`src/rtl/adc_spi_capture_pkg.sv`:
```
// Shared definitions for the ADC SPI capture front-end: FSM state encoding,
// default sample width and the frame-timing legality check that the filter
// top level reuses.
package adc_spi_capture_pkg;

  localparam int DATA_SIZE_DEF = 24;

  typedef enum logic [1:0] {
    IDLE = 2'd0,
    CONV = 2'd1,
    READ = 2'd2,
    DONE = 2'd3
  } state_t;

  // A frame must fit conversion, the full serial read and the DONE/IDLE
  // turnaround before the next tick==0.
  function automatic bit cfg_legal(input int data_size, input int fs_div,
                                   input int conv_wait, input int sclk_div);
    return (conv_wait + 2 * sclk_div * data_size + 3) <= fs_div;
  endfunction

endpackage

```
`src/rtl/adc_spi_capture_spi_shift_rx.sv`:
```
// SPI receive engine: SCLK divider, bit counter, registered SDO and the
// MSB-first shift register. A start pulse runs DATA_SIZE SCLK periods
// (low phase then high phase, SCLK_DIV clk cycles each).
import adc_spi_capture_pkg::*;

module adc_spi_capture_spi_shift_rx #(
  parameter int DATA_SIZE = DATA_SIZE_DEF,
  parameter int SCLK_DIV  = 2
) (
  input  logic                 clk,
  input  logic                 reset,
  input  logic                 start,
  input  logic                 sdo,
  output logic                 sclk,
  output logic                 busy,
  output logic                 last,
  output logic [DATA_SIZE-1:0] shreg
);

  localparam int DW = (SCLK_DIV > 1) ? $clog2(SCLK_DIV) : 1;
  localparam int BW = (DATA_SIZE > 1) ? $clog2(DATA_SIZE) : 1;

  logic [DW-1:0]        div_cnt;
  logic [BW-1:0]        bit_cnt;
  logic                 sdo_q;
  logic [DATA_SIZE-2:0] shreg_q;
  logic                 phase_end;

  assign phase_end = (div_cnt == DW'(SCLK_DIV - 1));
  // High in the clk cycle that shifts in the final bit.
  assign last      = sclk && phase_end && (bit_cnt == BW'(DATA_SIZE - 1));
  // Word as it stands after the shift of the current cycle; it is the
  // complete sample in the cycle where last is high.
  assign shreg     = {shreg_q, sdo_q};

  // Single retiming register on the ADC data line.
  always_ff @(posedge clk or negedge reset) begin
    if (!reset) sdo_q <= 1'b0;
    else        sdo_q <= sdo;
  end

  // SCLK phase generation and MSB-first shifting at the end of each high phase.
  always_ff @(posedge clk or negedge reset) begin
    if (!reset) begin
      busy    <= 1'b0;
      sclk    <= 1'b0;
      div_cnt <= '0;
      bit_cnt <= '0;
      shreg_q <= '0;
    end else if (start && !busy) begin
      busy    <= 1'b1;
      sclk    <= 1'b0;
      div_cnt <= '0;
      bit_cnt <= '0;
    end else if (busy) begin
      if (phase_end) begin
        div_cnt <= '0;
        if (sclk) begin
          shreg_q <= shreg[DATA_SIZE-2:0];
          sclk    <= 1'b0;
          if (bit_cnt == BW'(DATA_SIZE - 1)) busy <= 1'b0;
          else                               bit_cnt <= bit_cnt + BW'(1);
        end else begin
          sclk <= 1'b1;
        end
      end else begin
        div_cnt <= div_cnt + DW'(1);
      end
    end
  end

endmodule

```
`src/rtl/adc_spi_capture.sv`:
```
// SPI master front-end for a serial ADC. Runs one conversion + read per
// FS_DIV-cycle frame, presents each sample on data_out with a one-cycle
// sample_trig, and tracks the filter's acknowledge to flag overruns.
// Build option: define ADC_OFFSET_BINARY_EN when the ADC emits offset binary
// (MSB is inverted on load); undefined means the ADC is two's complement.
import adc_spi_capture_pkg::*;

module adc_spi_capture #(
  parameter int DATA_SIZE = DATA_SIZE_DEF,
  parameter int FS_DIV    = 208,
  parameter int CONV_WAIT = 20,
  parameter int SCLK_DIV  = 2
) (
  input  logic                 clk,
  input  logic                 reset,
  input  logic                 enable,
  input  logic                 adc_sdo,
  output logic                 adc_cnv,
  output logic                 adc_cs_n,
  output logic                 adc_sclk,
  output logic [DATA_SIZE-1:0] data_out,
  output logic                 sample_trig,
  input  logic                 filter_done,
  input  logic                 ovr_clr,
  output logic                 overrun,
  output state_t               state_dbg
);

  localparam int TW = (FS_DIV > 1) ? $clog2(FS_DIV) : 1;
  localparam int CW = (CONV_WAIT > 1) ? $clog2(CONV_WAIT) : 1;

  if (!cfg_legal(DATA_SIZE, FS_DIV, CONV_WAIT, SCLK_DIV)) begin : g_cfg_illegal
    $error("adc_spi_capture: CONV_WAIT + 2*SCLK_DIV*DATA_SIZE + 3 exceeds FS_DIV");
  end

  state_t               state;
  logic [TW-1:0]        tick;
  logic [CW-1:0]        conv_cnt;
  logic                 pending;
  logic                 rx_start;
  logic                 rx_busy;
  logic                 rx_last;
  logic [DATA_SIZE-1:0] rx_shreg;
  logic [DATA_SIZE-1:0] sample_word;

  assign state_dbg = state;
  assign rx_start  = (state == CONV) && (conv_cnt == CW'(CONV_WAIT - 1));

`ifdef ADC_OFFSET_BINARY_EN
  assign sample_word = rx_shreg ^ {1'b1, {(DATA_SIZE-1){1'b0}}};
`else
  assign sample_word = rx_shreg;
`endif

  adc_spi_capture_spi_shift_rx #(
    .DATA_SIZE (DATA_SIZE),
    .SCLK_DIV  (SCLK_DIV)
  ) u_rx (
    .clk   (clk),
    .reset (reset),
    .start (rx_start),
    .sdo   (adc_sdo),
    .sclk  (adc_sclk),
    .busy  (rx_busy),
    .last  (rx_last),
    .shreg (rx_shreg)
  );

  // Free-running frame counter, 0..FS_DIV-1.
  always_ff @(posedge clk or negedge reset) begin
    if (!reset)                          tick <= '0;
    else if (tick == TW'(FS_DIV - 1))    tick <= '0;
    else                                 tick <= tick + TW'(1);
  end

  // Frame sequencer; SPI strobes, data_out and sample_trig are registered on
  // the transition into each state so they line up with the state itself.
  always_ff @(posedge clk or negedge reset) begin
    if (!reset) begin
      state       <= IDLE;
      conv_cnt    <= '0;
      adc_cnv     <= 1'b0;
      adc_cs_n    <= 1'b1;
      data_out    <= '0;
      sample_trig <= 1'b0;
    end else begin
      sample_trig <= 1'b0;
      case (state)
        IDLE: begin
          if (tick == '0 && enable) begin
            state    <= CONV;
            adc_cnv  <= 1'b1;
            conv_cnt <= '0;
          end
        end
        CONV: begin
          if (rx_start) begin
            state    <= READ;
            adc_cnv  <= 1'b0;
            adc_cs_n <= 1'b0;
          end else begin
            conv_cnt <= conv_cnt + CW'(1);
          end
        end
        READ: begin
          if (rx_busy && rx_last) begin
            state       <= DONE;
            adc_cs_n    <= 1'b1;
            data_out    <= sample_word;
            sample_trig <= 1'b1;
          end
        end
        DONE: begin
          state <= IDLE;
        end
        default: state <= IDLE;
      endcase
    end
  end

  // Handshake: sample_trig offers a new word (held until the next DONE);
  // filter_done acknowledges the outstanding word. A trig that lands while a
  // word is still unacknowledged is an overrun, unless filter_done arrives in
  // that same cycle (it retires the old word; the new one becomes pending).
  always_ff @(posedge clk or negedge reset) begin
    if (!reset) begin
      pending <= 1'b0;
      overrun <= 1'b0;
    end else begin
      if (sample_trig)      pending <= 1'b1;
      else if (filter_done) pending <= 1'b0;
      if (sample_trig && pending && !filter_done) overrun <= 1'b1;
      else if (ovr_clr)                           overrun <= 1'b0;
    end
  end

endmodule
```
`config.mk`:
```
export PLATFORM = sky130hd
export DESIGN_NAME = adc_spi_capture
export DESIGN_NICKNAME = d
export VERILOG_FILES = /design/src/rtl/adc_spi_capture_pkg.sv /design/src/rtl/adc_spi_capture_spi_shift_rx.sv /design/src/rtl/adc_spi_capture.sv
export SDC_FILE = /design/constraint.sdc
export NUM_CORES = 1
export LEC_CHECK = 0
export ABC_CLOCK_PERIOD_IN_PS = 4550
export CAP_MARGIN = 20
export CORE_MARGIN = 1
export CORE_UTILIZATION = 45
export CTS_CLUSTER_DIAMETER = 50
export CTS_CLUSTER_SIZE = 8
export DETAILED_ROUTE_END_ITERATION = 7
export GPL_ROUTABILITY_DRIVEN = 0
export MAX_ROUTING_LAYER = met4
export PLACE_DENSITY_LB_ADDON = 0.25
export SETUP_SLACK_MARGIN = 0.1
export SLEW_MARGIN = 20
export SYNTH_ARGS = -nofsm -noshare
export SYNTH_HDL_FRONTEND = slang
export SYNTH_SLANG_ARGS = --single-unit
```
`constraint.sdc`:
```
create_clock -name clk -period 4.55 [get_ports clk]
set_input_delay 0.6825 -clock clk [delete_from_list [all_inputs] [get_ports clk]]
set_output_delay 0.6825 -clock clk [all_outputs]
set_load 0.01 [all_outputs]
```
==> results.cfg, run 1 <==
[outcome]
status = finished clean

[floorplanning]
io_pins = 37
rows = 30
core_area_mm2 = 0.00687
die-width_um = 86.7
initial_core_util_pct = 47.0
die-area_mm2 = 0.00751
die-height_um = 86.7

[pwr]
p_switching_uw = 261
vdd_drop_max_mv = 0.186
power.total_mw = 1.20
seqPwrFrac_pct = 57.0
cellPowerDensity_mw_per_mm2 = 310
switching_share_pct = 21.7
p_int_uw = 939
power.share.clock_pct = 41.3
p_comb_share_pct = 1.8
power.leakage_nw = 1.87

[sta]
rsz0062_at_grt = false
fmax_ghz = 0.464
hold_viol_final = 0
skew_ns = 0.00793
finalSetupTns_ns = 0
tightestPinTransition_ns = 0.921
slew_headroom_pct = 38.6
setup-violations-final = 0
fin_crit_sh_pct = 47.3
maxSlewViolCount = 0
min_period_ns = 2.15

[global_route]
grt_start_max_net_pins = 77
overflow = 0
grt_pass1_vias = 2095
grt_pass1_wl_um = 9740
globalRouteTotalUtil_pct = 17.2
antenna_found_initial = 0

[logic_synthesis]
synth.ff_latch_count = 76
synthAdderAreaFrac_pct = 2.71
synth_top_area_share_pct = 58.2
synthTopCellsByArea = dfrtp_1, nand2_1, mux2_2
ys_types = 43
yosys.area_share.simple_pct = 17.6
syn_nets = 301
synth_top_cell_by_area = dfrtp_1
synth_commonest_cells = nand2_1, dfrtp_1, mux2_2
ys.flop_type = dfrtp_1
synth_edf_count = 0
yosysWarnings = 0
synth_compound_area_share_pct = 7.10
synth_top_family_by_area = simple AND/OR/NAND/NOR gates
muxShareOfSynthArea_pct = 9.19
syn-cell-area_mm2 = 0.00323
syn_area_per_cell_um2 = 11.2
synth-xor-area-share_pct = 2.17
synth.most_common_cell = nand2_1
synth-async-reset-ratio_pct = 100
ys_seq_area_share_pct = 59.0
syn_inst = 288

[route]
wl_per_cell_um = 12.9
finalWirelength_um = 5510
drtIter0Drc = 198
ant_nets = 0
dr.pass1.iters = 4
drc = 0
via_per_inst = 5.01
vias = 2144

[clock_tree]
cts_setup_buffers = 0
cts_buffer_depth = 2
cts_tree = done
ctsResizeCount = 0
cts_hold_buf = 0
cts.clk_slew.worst_paths_ns = 0.08
cts_root_buffer = clkbuf_8
clk_latency_ns = 0.34
clock-sinks = 76
cts_buffers = 9
cts_max_level = 3

[setup_path]
critPathArrivalTime_ns = 2.38
rr_worst_depth = 4
end_kind = register
cp_max_fo = 25
crit_cells = 4
cp.required_ns = 4.77
critPathMaxStageDelay_ns = 0.67
worstPathCellList = nand3_1 > o21ai_0 > nand3_2 > mux2_4
crit_type = register to register
cp_top_family = simple AND/OR/NAND/NOR gates
slowest_stage = nand3_1
setup.worst_path.start_class = register
crit_buf_inv = 0

[placement]
io_buffers = 36
dp_hpwl_um = 3610
dpl_cell_area_mm2 = 0.00367

[finish]
register_area_mm2 = 0.00190
final_util_pct = 56.2
fillers = 624
drive_gt1_share_pct = 16.3
multi_input_area_mm2 = 0.00126
fin_area_mm2 = 0.00386
nets = 340
area_delta_synth_final_pct = 19.7
n_antenna_cell = 0

[run]
drv_cap = 0

[hold_path]
hp-class = input pin to asynchronous set/reset pin
[flip-flops by register name, indices dropped and copies added, names as in the netlist, 2 cells and up]
register,cells
u_rx.shreg_q,23
state_dbg,2
u_rx.bit_cnt,5
tick,8
data_out,24
conv_cnt,5
[per-layer routing]
metal,GRT usage (%),up-vias,part of all wire (%),wire length (µm)
met5,-,-,0,0
met4,5.00,0,0.53,29
met3,4.95,4,3.8,207
met2,26.6,43,47,2610
met1,22.2,1043,48,2660
li1,-,1054,-,-
[metrics by stage]
step           hold slack, ns  std cells  setup slack [ns]
2_1_floorplan           0.387        288              2.68
3_3_place_gp            0.467        412              2.05
3_5_place_dp            0.470        412              2.16
4_1_cts                 0.490        428              2.34
5_1_grt                 0.517        428              2.20
6_report                0.471        428              2.40
[kinds of logic (layout without fill, tap and decap cells)]
group | count (synthesis) | in the layout
and+or+nand+nor | 124 | 124
buffers and inverters | 16 | 60
AOI/OAI and AO/OA | 31 | 31
DFF | 76 | 76
muxes | 26 | 26
xor gates and xnor gates | 8 | 8
adders and majority gates | 7 | 7
[power by group through the flow]
stage	Sequential, mW	Combinational [mW]	Clock (mW)
6_report	0.683	0.0213	0.495
5_1_grt	0.684	0.0257	0.542
2_1_floorplan	0.695	0.00453	0
3_5_place_dp	0.697	0.0228	0
4_1_cts	0.683	0.0229	0.514
3_3_place_gp	0.696	0.0223	0
[path summary, 6_finish.rpt]
check,startpoint,end,slack (ns)
setup / recovery,u_rx.busy,state_dbg[1],2.40
hold / removal,reset,data_out[8],0.47
setup reg to reg,u_rx.busy,state_dbg[1],2.40
hold reg to reg,u_rx.sdo_q,u_rx.shreg_q[0],0.49
max in group asynchronous,reset,u_rx.busy,3.47
min in group clk,u_rx.sdo_q,u_rx.shreg_q[0],0.49
[cell type report]
cell class | instances | share of cell area (%)
inverters | 7 | 0.680
repair buffers | 37 | 9.46
well taps | 96 | 3.11
flip-flops and latches | 76 | 49.3
clock inverters | 6 | 1.65
clock buffers | 10 | 3.30
multi-input cells | 196 | 32.5
[worst reg2reg max path: cells and delay by family, from the launching register on]
family	cells	cell delay [ns]
DFF	1	0.43
muxes	1	0.31
and+or+nand+nor	2	0.81
AOI/OAI and AO/OA	1	0.51
[placed cells by master (no fill, tap or decap), types with 3 or more instances in the layout]
cell / instances
ha_1: 7
inv_1: 7
a21oi_1: 8
and3_1: 3
clkbuf_8: 9
nand2_1: 84
xor2_1: 7
a22o_1: 4
nand3_1: 9
dfrtp_1: 75
o21ai_0: 5
clkdlybuf4s50_1: 35
nor2_1: 11
mux2_2: 25
Note: power is estimated with default switching activity, not from simulation.
==> run 2, diff against run 1 <==
--- a/config.mk
+++ b/config.mk
@@ -5,7 +5,7 @@
 export SDC_FILE = /design/constraint.sdc
 export NUM_CORES = 1
 export LEC_CHECK = 0
-export ABC_CLOCK_PERIOD_IN_PS = 4550
+export ABC_CLOCK_PERIOD_IN_PS = 2100
 export CAP_MARGIN = 20
 export CORE_MARGIN = 1
 export CORE_UTILIZATION = 45
==> constraint.sdc (replaced) <==
create_clock -name clk -period 2.1 [get_ports clk]
set_input_delay 0.315 -clock clk [delete_from_list [all_inputs] [get_ports clk]]
set_output_delay 0.315 -clock clk [all_outputs]
set_load 0.01 [all_outputs]
==> results.cfg, run 2 (synthesized netlist as in run 1, its figures left out) <==
[outcome]
status = finished clean

[sta]
setup-violations-final = 0
hold_viol_final = 0
slew_headroom_pct = 72.2
finalSetupTns_ns = 0
tightestPinTransition_ns = 0.417
fmax_ghz = 0.522
fin_crit_sh_pct = 91.2
rsz0062_at_grt = false
worst_hold_slack_ns = 0.421
maxSlewViolCount = 0
min_period_ns = 1.91
skew_ns = 0.00854

[setup_path]
crit_type = register to register
critPathArrivalTime_ns = 2.15
r2r_start = tick[0]
crit_top_cell = o21ai_2
end_kind = register
slowest_stage = or4b_4
r2r_slack_ns = 0.19
cp_max_fo = 5
rr_worst_depth = 6
setup.worst_path.start_class = register
worstPathCellList = inv_1 > ha_1 > or4b_4 > o21ai_2 > o21ai_2 > a211o_1
cp.required_ns = 2.34
reg2reg_to = conv_cnt[2]
critPathMaxStageDelay_ns = 0.48

[placement]
dp_hpwl_um = 3660
io_buffers = 36

[route]
finalWirelength_um = 5580
drtIter0Drc = 95
ant_nets = 0
wl_per_cell_um = 12.9
vias = 2196
dr.pass1.iters = 4
via_per_inst = 5.08
drc = 0

[finish]
drive_gt1_share_pct = 17.3
fillers = 600
multi_input_area_mm2 = 0.00125
n_antenna_cell = 0
final_common_cell = nand2_1
largest_registers = data_out (24), u_rx.shreg_q (23), tick (8)
layout_common_cells = nand2_1, dfrtp_1, clkdlybuf4s50_1, mux2_2, nor2_1
largest-register = data_out
largest_reg_flops = 24
area_delta_synth_final_pct = 22.6
nets = 344
register_area_mm2 = 0.00190

[floorplanning]
io_pins = 37
initial_core_util_pct = 47.0
die-height_um = 86.7
die-width_um = 86.7
core_area_mm2 = 0.00687
rows = 30
die-area_mm2 = 0.00751

[global_route]
globalRouteTotalUtil_pct = 17.7
grt_pass1_vias = 2136
grt_pass1_wl_um = 9850
grt_start_max_net_pins = 51
antenna_found_initial = 0
overflow = 0

[clock_tree]
cts_buffer_depth = 2
clk_latency_ns = 0.35
cts_max_level = 3
cts_tree = done
cts_root_buffer = clkbuf_8
cts.clk_slew.worst_paths_ns = 0.08
clock-sinks = 76
ctsResizeCount = 0
cts_buffers = 9

[pwr]
cellPowerDensity_mw_per_mm2 = 712
power.leakage_nw = 1.92
vdd_drop_max_mv = 0.257

[hold_path]
hp-class = input pin to asynchronous set/reset pin

[run]
drv_cap = 0
==> run 2: cell types whose count changed in the layout (fill, tap and decap cells not counted) <==
cell / previous run / this run
buf_4: 2 / 3
buf_12: 0 / 2
bufinv_16: 1 / 2
clkinv_2: 2 / 0
nor2_2: 0 / 1
clkbuf_8: 9 / 10
nor2_4: 1 / 0
clkbuf_1: 1 / 0
clkinvlp_4: 2 / 1
inv_6: 1 / 3
dlygate4sd3_1: 0 / 1
==> run 2: critical path, delay by kind of cell (launching register included) <==
kind,cells,cell delay (ns)
AOI/OAI and AO/OA,3,0.70
and+or+nand+nor,1,0.48
DFF,1,0.42
adders and majority gates,1,0.13
buffers and inverters,1,0.09
==> run 2: what timing repair did <==
action,in CTS,in global routing
hold endpoints to repair,25,0
buffers inserted,0,0
hold buffers,1,0
==> run 2: through the flow <==
stage                     instances  total power, mW  cell area (µm²)  setup slack (ns)  utilization (%)
after floorplan                 288             1.52             3230             0.335                -
after global placement          415             1.56             3710            0.0838             54.1
after detailed placement        415             1.56             3710            0.0470             54.1
after CTS                       432             2.85             3960             0.203             57.6
after global routing            432             2.93             3960             0.109             57.6
final                           432             2.82             3960             0.185             57.6
==> run 2: power by group <==
group | switching (mW) | internal (mW) | leakage, nW | total, mW
registers | 0.00729 | 1.47 | 0.980 | 1.48
clock network | 0.569 | 0.714 | 0.114 | 1.28
logic | 0.0348 | 0.0180 | 0.824 | 0.0529
total | 0.612 | 2.20 | 1.92 | 2.82
==> run 2: cell type report <==
cell class                 count  share of cell area (%)
sequential                    76                    48.1
clock buffer                  10                    3.48
multi-input combinational    196                    31.7
tap                           96                    3.04
clock inverter                 6                    2.37
inverter                       7                   0.664
timing repair buffer          41                    10.7
==> run 2: worst max path at each step <==
stage / startpoint / end / depth (start not counted)
floorplan: state_dbg[0] / data_out[10] / 6
global placement: enable / conv_cnt[2] / 5
detailed placement: enable / conv_cnt[2] / 5
CTS: tick[0] / conv_cnt[2] / 6
global route: tick[0] / conv_cnt[2] / 6
finish: tick[0] / conv_cnt[2] / 6
==> run 2: layer usage <==
layer / GRT usage [%] / up-vias / routed length, µm
met3: 4.00 / 10 / 238
met2: 27.9 / 53 / 2540
met1: 22.3 / 1069 / 2710
met5: - / - / 0
li1: - / 1064 / -
met4: 6.82 / 0 / 92
